[src/rtl/eight_bit_divider.sv]
// -----------------------------------------------------------------------------
// eight_bit_divider
//
// Multi-cycle unsigned restoring divider. An accepted start loads the operands
// and runs one restoring step per clock for WIDTH clocks, then pulses done for
// one cycle with the quotient and remainder. A zero divisor skips the
// iteration and reports div_by_zero on the next cycle, with quotient all ones
// and remainder equal to the dividend.
//
// Ports
//   clk          : clock, all state changes on the rising edge
//   rst_n        : asynchronous active-low reset
//   start        : divide request, sampled only while idle
//   A            : unsigned dividend, sampled with start
//   B            : unsigned divisor, sampled with start
//   quotient     : registered quotient, held until the next accepted start
//   remainder    : registered remainder, held until the next accepted start
//   busy         : high while the iteration is running
//   done         : one-cycle pulse, results valid
//   div_by_zero  : high with done when the sampled divisor was zero
// -----------------------------------------------------------------------------
module eight_bit_divider #(
    parameter int WIDTH = 8
) (
    input  logic             clk,
    input  logic             rst_n,
    input  logic             start,
    input  logic [WIDTH-1:0] A,
    input  logic [WIDTH-1:0] B,
    output logic [WIDTH-1:0] quotient,
    output logic [WIDTH-1:0] remainder,
    output logic             busy,
    output logic             done,
    output logic             div_by_zero
);

    localparam int CNT_W = (WIDTH > 1) ? $clog2(WIDTH) : 1;
    localparam logic [CNT_W-1:0] LAST_STEP = CNT_W'(WIDTH - 1);

    typedef enum logic [1:0] {
        IDLE = 2'd0,
        RUN  = 2'd1,
        DONE = 2'd2
    } state_e;

    state_e             state_q, state_d;
    logic [CNT_W-1:0]   cnt_q, cnt_d;
    // work_q shifts the dividend out of its MSB while quotient bits enter
    // at its LSB, so after WIDTH steps it holds the complete quotient.
    logic [WIDTH-1:0]   work_q, work_d;
    logic [WIDTH-1:0]   divisor_q, divisor_d;
    logic [WIDTH-1:0]   prem_q, prem_d;
    logic [WIDTH-1:0]   quotient_q, quotient_d;
    logic [WIDTH-1:0]   remainder_q, remainder_d;
    logic               dbz_q, dbz_d;

    // One restoring step. The shifted partial remainder can reach
    // 2^(WIDTH+1)-1, so the trial subtraction needs WIDTH+1 bits; its MSB
    // is the borrow that says the divisor did not fit.
    logic [WIDTH:0]     shifted;
    logic [WIDTH:0]     diff;
    logic               fits;
    logic [WIDTH-1:0]   step_rem;
    logic [WIDTH-1:0]   step_work;

    always_comb begin
        shifted   = {prem_q, work_q[WIDTH-1]};
        diff      = shifted - {1'b0, divisor_q};
        fits      = ~diff[WIDTH];
        // On restore the shifted value is below the divisor, so its top bit
        // is zero and dropping it loses nothing.
        step_rem  = fits ? diff[WIDTH-1:0] : shifted[WIDTH-1:0];
        step_work = (work_q << 1) | WIDTH'(fits);
    end

    // Next-state and datapath control.
    always_comb begin
        // NOTE: every signal gets a default before the case so that no path
        // leaves one unassigned, which would otherwise infer a latch.
        state_d     = state_q;
        cnt_d       = cnt_q;
        work_d      = work_q;
        divisor_d   = divisor_q;
        prem_d      = prem_q;
        quotient_d  = quotient_q;
        remainder_d = remainder_q;
        dbz_d       = dbz_q;

        unique case (state_q)
            IDLE: begin
                if (start) begin
                    if (B == '0) begin
                        quotient_d  = '1;
                        remainder_d = A;
                        dbz_d       = 1'b1;
                        state_d     = DONE;
                    end else begin
                        work_d    = A;
                        divisor_d = B;
                        prem_d    = '0;
                        cnt_d     = '0;
                        dbz_d     = 1'b0;
                        state_d   = RUN;
                    end
                end
            end
            RUN: begin
                work_d = step_work;
                prem_d = step_rem;
                if (cnt_q == LAST_STEP) begin
                    // Visible results change only here, never mid-run.
                    quotient_d  = step_work;
                    remainder_d = step_rem;
                    state_d     = DONE;
                end else begin
                    cnt_d = cnt_q + 1'b1;
                end
            end
            DONE: begin
                state_d = IDLE;
            end
            default: begin
                state_d = IDLE;
            end
        endcase
    end

    // State and datapath registers.
    always_ff @(posedge clk or negedge rst_n) begin
        if (!rst_n) begin
            state_q     <= IDLE;
            cnt_q       <= '0;
            work_q      <= '0;
            divisor_q   <= '0;
            prem_q      <= '0;
            quotient_q  <= '0;
            remainder_q <= '0;
            dbz_q       <= 1'b0;
        end else begin
            // NOTE: non-blocking assignments so every register samples the
            // values from before this edge, independent of statement order.
            state_q     <= state_d;
            cnt_q       <= cnt_d;
            work_q      <= work_d;
            divisor_q   <= divisor_d;
            prem_q      <= prem_d;
            quotient_q  <= quotient_d;
            remainder_q <= remainder_d;
            dbz_q       <= dbz_d;
        end
    end

    assign quotient    = quotient_q;
    assign remainder   = remainder_q;
    assign div_by_zero = dbz_q;
    assign busy        = (state_q == RUN);
    assign done        = (state_q == DONE);

endmodule

[config.mk]
export PLATFORM = sky130hd
export DESIGN_NAME = eight_bit_divider
export DESIGN_NICKNAME = d
export VERILOG_FILES = /design/src/rtl/eight_bit_divider.sv
export SDC_FILE = /design/constraint.sdc
export NUM_CORES = 1
export LEC_CHECK = 0
export CAP_MARGIN = 15
export CORE_MARGIN = 10
export CORE_UTILIZATION = 56
export DETAILED_ROUTE_END_ITERATION = 8
export PLACE_DENSITY = 0.82
export SYNTH_ARGS = -nofsm -noshare
export SYNTH_HDL_FRONTEND = slang
export SYNTH_SLANG_ARGS = --single-unit
[constraint.sdc]
create_clock -name clk -period 3.5 [get_ports clk]
set_input_delay 0.35 -clock clk [delete_from_list [all_inputs] [get_ports clk]]
set_output_delay 0.35 -clock clk [all_outputs]
set_load 0.02 [all_outputs]
==> Word-level counts from Yosys, hierarchy flattened <==
Index checks and enable logic that the tools add are counted.
{ "op_classes": {"add_sub_neg": 2, "eq_ne": 8, "n_mux": 24, "n_bitwise": 3, "reduce_logical": 9} }
{ "op_table": {"columns": ["op", "count"], "rows": [
  ["$mux W8", 11],
  ["$pmux W8 S2", 4],
  ["$mux W3", 3],
  ["$sub A9 B8 Y9", 1],
  ["$logic_not A8 Y1", 1],
  ["$ne A2 B2 Y1 const B", 4],
  ["$or A8 B1 Y8", 1],
  ["$reduce_and A4 Y1", 2],
  ["$mux W2", 3],
  ["$pmux W3 S2", 1],
  ["$reduce_and A3 Y1", 2],
  ["$pmux W2 S2", 1],
  ["$reduce_and A2 Y1", 2],
  ["$add A3 B1 Y3 const B", 1],
  ["$eq A3 B3 Y1 const B", 1],
  ["$eq A2 B1 Y1 const B", 1],
  ["$eq A2 B2 Y1 const B", 1],
  ["$logic_not A2 Y1", 1],
  ["$ne A2 B1 Y1 const B", 1],
  ["$not A1 Y1", 2],
  ["$reduce_bool A2 Y1", 1],
  ["$mux W1", 1]
]} }
{ "totals": {"regBits": 46, "wordCells": 54} }

==> Longest topological paths before layout <==
{ "logic_depth": {"depth_word": 5, "depth_mapped": 10, "mapped_depth_nobuf": 9} }

==> Least setup slack after synthesis <==
OpenSTA, ideal clock, no wires.
{ "synth_timing": {"path_type": "register -> register", "startpoint": "reg work_q[7]", "endpoint": "reg remainder_q[0] (netlist: remainder[0])", "setup_ps": 147, "t_arrival_ps": 2121, "t_required_ps": 3353, "setup_slack_ps": 1232, "stages_incl_launch_ff": 11, "n_path_buf": 1, "path_cell_list": "dfrtp_1 -> inv_1 -> ha_1 -> inv_1 -> fa_1 -> a211oi_2 -> o211a_1 -> o211a_1 -> buf_4 -> mux2i_1 -> a31oi_1"} }
{ "synth_between": {"elab_chain_len": 4} }
{ "synth_rtl": {"columns": ["item", "line", "rtl"], "rows": [
  ["start: declaration", "50", "logic [WIDTH-1:0] work_q, work_d;"],
  ["start signal: assignment", "144", "work_q <= work_d;"],
  ["$sub A9 B8 Y9", "68", "diff = shifted - {1'b0, divisor_q};"],
  ["$mux W8 *", "72", "step_rem = fits ? diff[WIDTH-1:0] : shifted[WIDTH-1:0];"],
  ["$mux W8 *", "110", "if (cnt_q == LAST_STEP) begin"],
  ["$pmux W8 S2 *", "89", "unique case (state_q)"],
  ["end signal: assignment", "148", "remainder_q <= remainder_d;"],
  ["end: declaration", "54", "logic [WIDTH-1:0] remainder_q, remainder_d;"]
]} }
Mark *: on every way between the ends. The rest lies on a longest branch, timed or not. The select of a mux whose other input is x is not followed.
A chain may end at the register's enable or synchronous reset.

==> Final worst setup path <==
{ "layout_timing": {"startpoint": "reg work_q[7]", "endpoint": "reg remainder_q[1] (netlist: remainder[1])"} }
{ "layout_between": {"elab_chain_len": 4} }
{ "layout_rtl": {"columns": ["item", "line"], "rows": [
  ["$sub A9 B8 Y9", "68"],
  ["$mux W8", "72"],
  ["$mux W8", "110"],
  ["$pmux W8 S2", "89"]
]} }
No other way between the ends. The select of a mux whose other input is x is not followed.

==> impl.org <==
** Floorplan
- The die is 87.2 um tall.
- Die width :: 87.2 um
- Std-Cell Core Area :: 4350 um2
- Rows :: 24
- Starting density of the core :: 58.1%
- Top-Level Pins :: 38
- Die ar. :: 7600 um2

** Timing
- Setup violations remaining at the end of the flow were counted as 0.
- The tightest hold path in the finished design has a slack of 0.201 ns.
- Worst-margin pin slew :: 0.997 ns
- Max Clock Skew :: 0.00926 ns
- The number of endpoints with negative hold slack in the final report is 0.
- Maximum clock rate :: 366 MHz
- The final critical path takes up 78.1% of the cycle.
- Measured against its own limit, the worst slew margin works out to 33.5%.
- Final critical path time including I/O delays and setup :: 2.74 ns
- The number of max-slew violations in the final report came to 0.
- In the final timing run, aggregate negative setup slack is 0 ns.
- Setup repair after global routing left no endpoint under its margin.

** Global routing
- Global routing usage summed across all routing layers :: 17.1%
- Number of antenna violations at the first check in global routing :: 0
- Total gr overflow :: 0
- Number of global-route vias before repair :: 2,098
- First-pass GRT wire length :: 10,400 um
- Entering global routing, the biggest net connects 47 pins.

** Setup path
- Data on the critical path arrives at its endpoint at 2.97 ns.
- Setup slack of the most critical reg-to-reg path :: 0.76 ns
- Maximum fanout count along the critical path :: 11
- STA classifies the critical path endpoint as a flip-flop.
- Counting cells, the worst reg-to-reg path comes to 9.
- Required time of the critical path :: 3.73 ns
- Capture point of the worst reg-to-reg path :: remainder[1]
- Endpoint of the worst setup timing path :: remainder[1]
- The worst register-to-register path begins at work_q[7].
- The worst setup path is launched from a flip-flop.
- The critical path starts at work_q[7].
- Worst Setup Path Type :: flip-flop to flip-flop

** Finish
- Number of diodes :: 0
- Layout area overhead :: 18.9%
- In the final layout, the share of cells above drive strength 1 is 6.49%.
- Total number of nets in the final design :: 337

** Synth
- Synthesized-area fraction occupied by xor and xnor cells :: 1.73%
- Synthesis produced a netlist with a net count of 303.
- Fraction of synthesized area in multiplexers :: 2.52%
- Synthesis produced 273 cells.
- Adder-cell area share of the yosys netlist :: 5.74%
- Fraction of the mapped netlist area in simple logic gates :: 17.7%
- Register bit count reported by yosys :: 46
- Distinct cell type count after synthesis :: 50
- The synthesized netlist occupies a cell area of 2530 um2.
- Counting flops with a built-in enable in the synthesized netlist gives 0.
- During synthesis, Yosys emitted a total of 0 warnings.
- Dominant combinational cell family by area after synthesis :: compound AO/OA/AOI/OAI gates
- Each instance of the synthesized netlist takes up on average 9.26 um2.
- In the synthesized netlist the dominant register cell turns out to be dfrtp_1.
- Sequential elements use 45.5% of the synthesized area.
- Async set-or-reset flop fraction in the synthesized netlist :: 100%
- Summing the areas of all compound-gate instances in the mapped netlist gives 22.2% of the synthesized area.

** Power
- Power spread over the standard cell area amounts to 1130 nW/um2.
- Leakage :: 1.29 nW
- The worst-case IR drop observed on VDD is 563 uV.
- The design draws 3.41 mW.

** CTS
- TritonCTS built the clock tree.
- Clock network latency to the later pin of the worst-skew pair :: 0.31 ns
- Hold-fix buffer count after cts :: 0
- Clock transition at path regs :: 0.09 ns
- TritonCTS created 5 clock buffers.
- The tree is rooted in a clkbuf_8.
- Clock sinks :: 46
- Count of cells resized by post-cts repair :: 0
- Largest buffer count on any clock path :: 2
- CTS built an H-tree with a depth of 2.
- Number of setup buffers added after CTS :: 0

** Drt
- Number of vias per cell after detailed routing :: 6.06
- Across all layers, the routed design uses 2,182 vias.
- DRC marker count from the first detailed-route iteration :: 244
- Remaining design rule violation count :: 0
- Routed length per placed instance :: 17.5 um
- Wires add up to 6310 um.
- Number of detailed-routing iterations run before antenna repair :: 4
- Final antenna-violating net count :: 0

** Placed design
- Detailed placement finished with a half-perimeter wire length of 4790 um.
- GPL Wtd Cong :: 0.908
- Port-buffer cells :: 37

** Run
- Reported max-cap violation count :: 0

** Worst hold path
- The tightest min-delay check is of the input pin to async pin type.

** Status
- The flow ran to the end, and the final reports show no timing, DRC or antenna violations.
==> Yosys cell counts, drive strengths merged, types with 4 or more instances <==
cell	number	area share [%]
o211ai	5	1.7
inv	14	2.1
clkbuf	4	0.59
o22a	11	3.9
or3	5	1.2
nand2	55	8.2
nand3	7	1.4
dfrtp	46	46
nor2	22	3.3
a21oi	8	1.6
o21ai	16	3.2
buf	7	2.0
ha	10	4.9
a31oi	12	3.0
a211oi	6	2.0
==> routing by layer <==
metal / up-vias / track usage [%] / part of all wire, %
met5: - / 0 / 0
met4: 0 / 4.78 / 1.0
met3: 6 / 5.24 / 8.7
met2: 94 / 26.1 / 46
met1: 1031 / 22.8 / 45
li1: 1051 / - / -
==> cells in the final DEF (no fill, tap or decap), types with 2 or more instances in the layout <==
master / n
a211oi_1: 5
a21o_1: 2
a21oi_1: 8
a22o_1: 2
a31oi_1: 12
and2_1: 2
clkbuf_8: 7
clkdlybuf4s50_1: 36
dfrtp_1: 46
ha_1: 10
inv_1: 12
inv_2: 2
mux2_2: 2
mux2i_1: 3
nand2_1: 55
nand3_1: 7
nor2_1: 22
nor2b_1: 2
nor3_1: 2
nor4_1: 2
o2111ai_1: 3
o211a_1: 2
o211ai_1: 4
o21ai_0: 14
o21ai_1: 2
o221ai_1: 2
o22a_1: 10
or3_1: 5
or4_4: 2
xnor2_1: 2
xor2_1: 3
==> through the flow <==
step / cells / util (%) / setup slack, ns / cell area [um2]
final: 360 / 69.1 / 0.765 / 3010
after global routing: 360 / 69.1 / 0.644 / 3010
after CTS: 360 / 69.1 / 0.769 / 3010
after detailed placement: 352 / 66.6 / 0.797 / 2900
after global placement: 352 / 66.6 / 0.959 / 2900
after floorplan: 273 / - / 1.23 / 2530
==> critical path, stage by stage (launching register included) <==
cell and delay [ns]:
dfrtp_1 0.40, inv_1 0.09, ha_1 0.17, inv_1 0.06, fa_1 0.41, a211oi_2 0.29, o211a_1 0.25, o211a_1 0.41
mux2_1 0.40, a31oi_1 0.18
==> cells by family (layout without fill, tap and decap cells) <==
family,count (synthesis),count (layout)
AOI/OAI and AO/OA,78,78
buffers and inverters,25,60
muxes,6,6
DFF,46,46
and+or+nand+nor,102,102
xor gates and xnor gates,5,5
adders and majority gates,11,11
==> state kept, by name (all words and copies together), names as in the netlist <==
name and cells:
cnt_q 3, div_by_zero 1, divisor_q 8, prem_q 8, quotient 8, remainder 8, state_q 2, work_q 8
==> power by group <==
group	total, mW	internal (mW)	switching [mW]
sequential	0.975	0.785	0.189
clock	0.368	0.181	0.187
combinational	2.06	0.861	1.20
==> worst min-delay path by stage <==
stage	slack, ns	cells past startpoint	startpoint	endpoint
after floorplan	0.05	0	rst_n	cnt_q[0]
after detailed placement	0.49	2	div_by_zero	div_by_zero
after global routing	0.28	1	rst_n	prem_q[5]
final	0.20	1	rst_n	remainder[4]
after CTS	0.24	1	rst_n	quotient[0]
after global placement	0.48	2	div_by_zero	div_by_zero
==> area by class of cell <==
| cell class | instances | area, um2 |
|---|---|---|
| fill | 349 | 1350 |
| multi-input combinational | 202 | 1260 |
| sequential | 46 | 1150 |
| timing repair buffer | 38 | 373 |
| clock buffer | 7 | 96.3 |
| tap | 52 | 65.1 |
| inverter | 14 | 52.6 |
| clock inverter | 1 | 8.76 |
No activity file was read; power rests on OpenSTA's default activity.
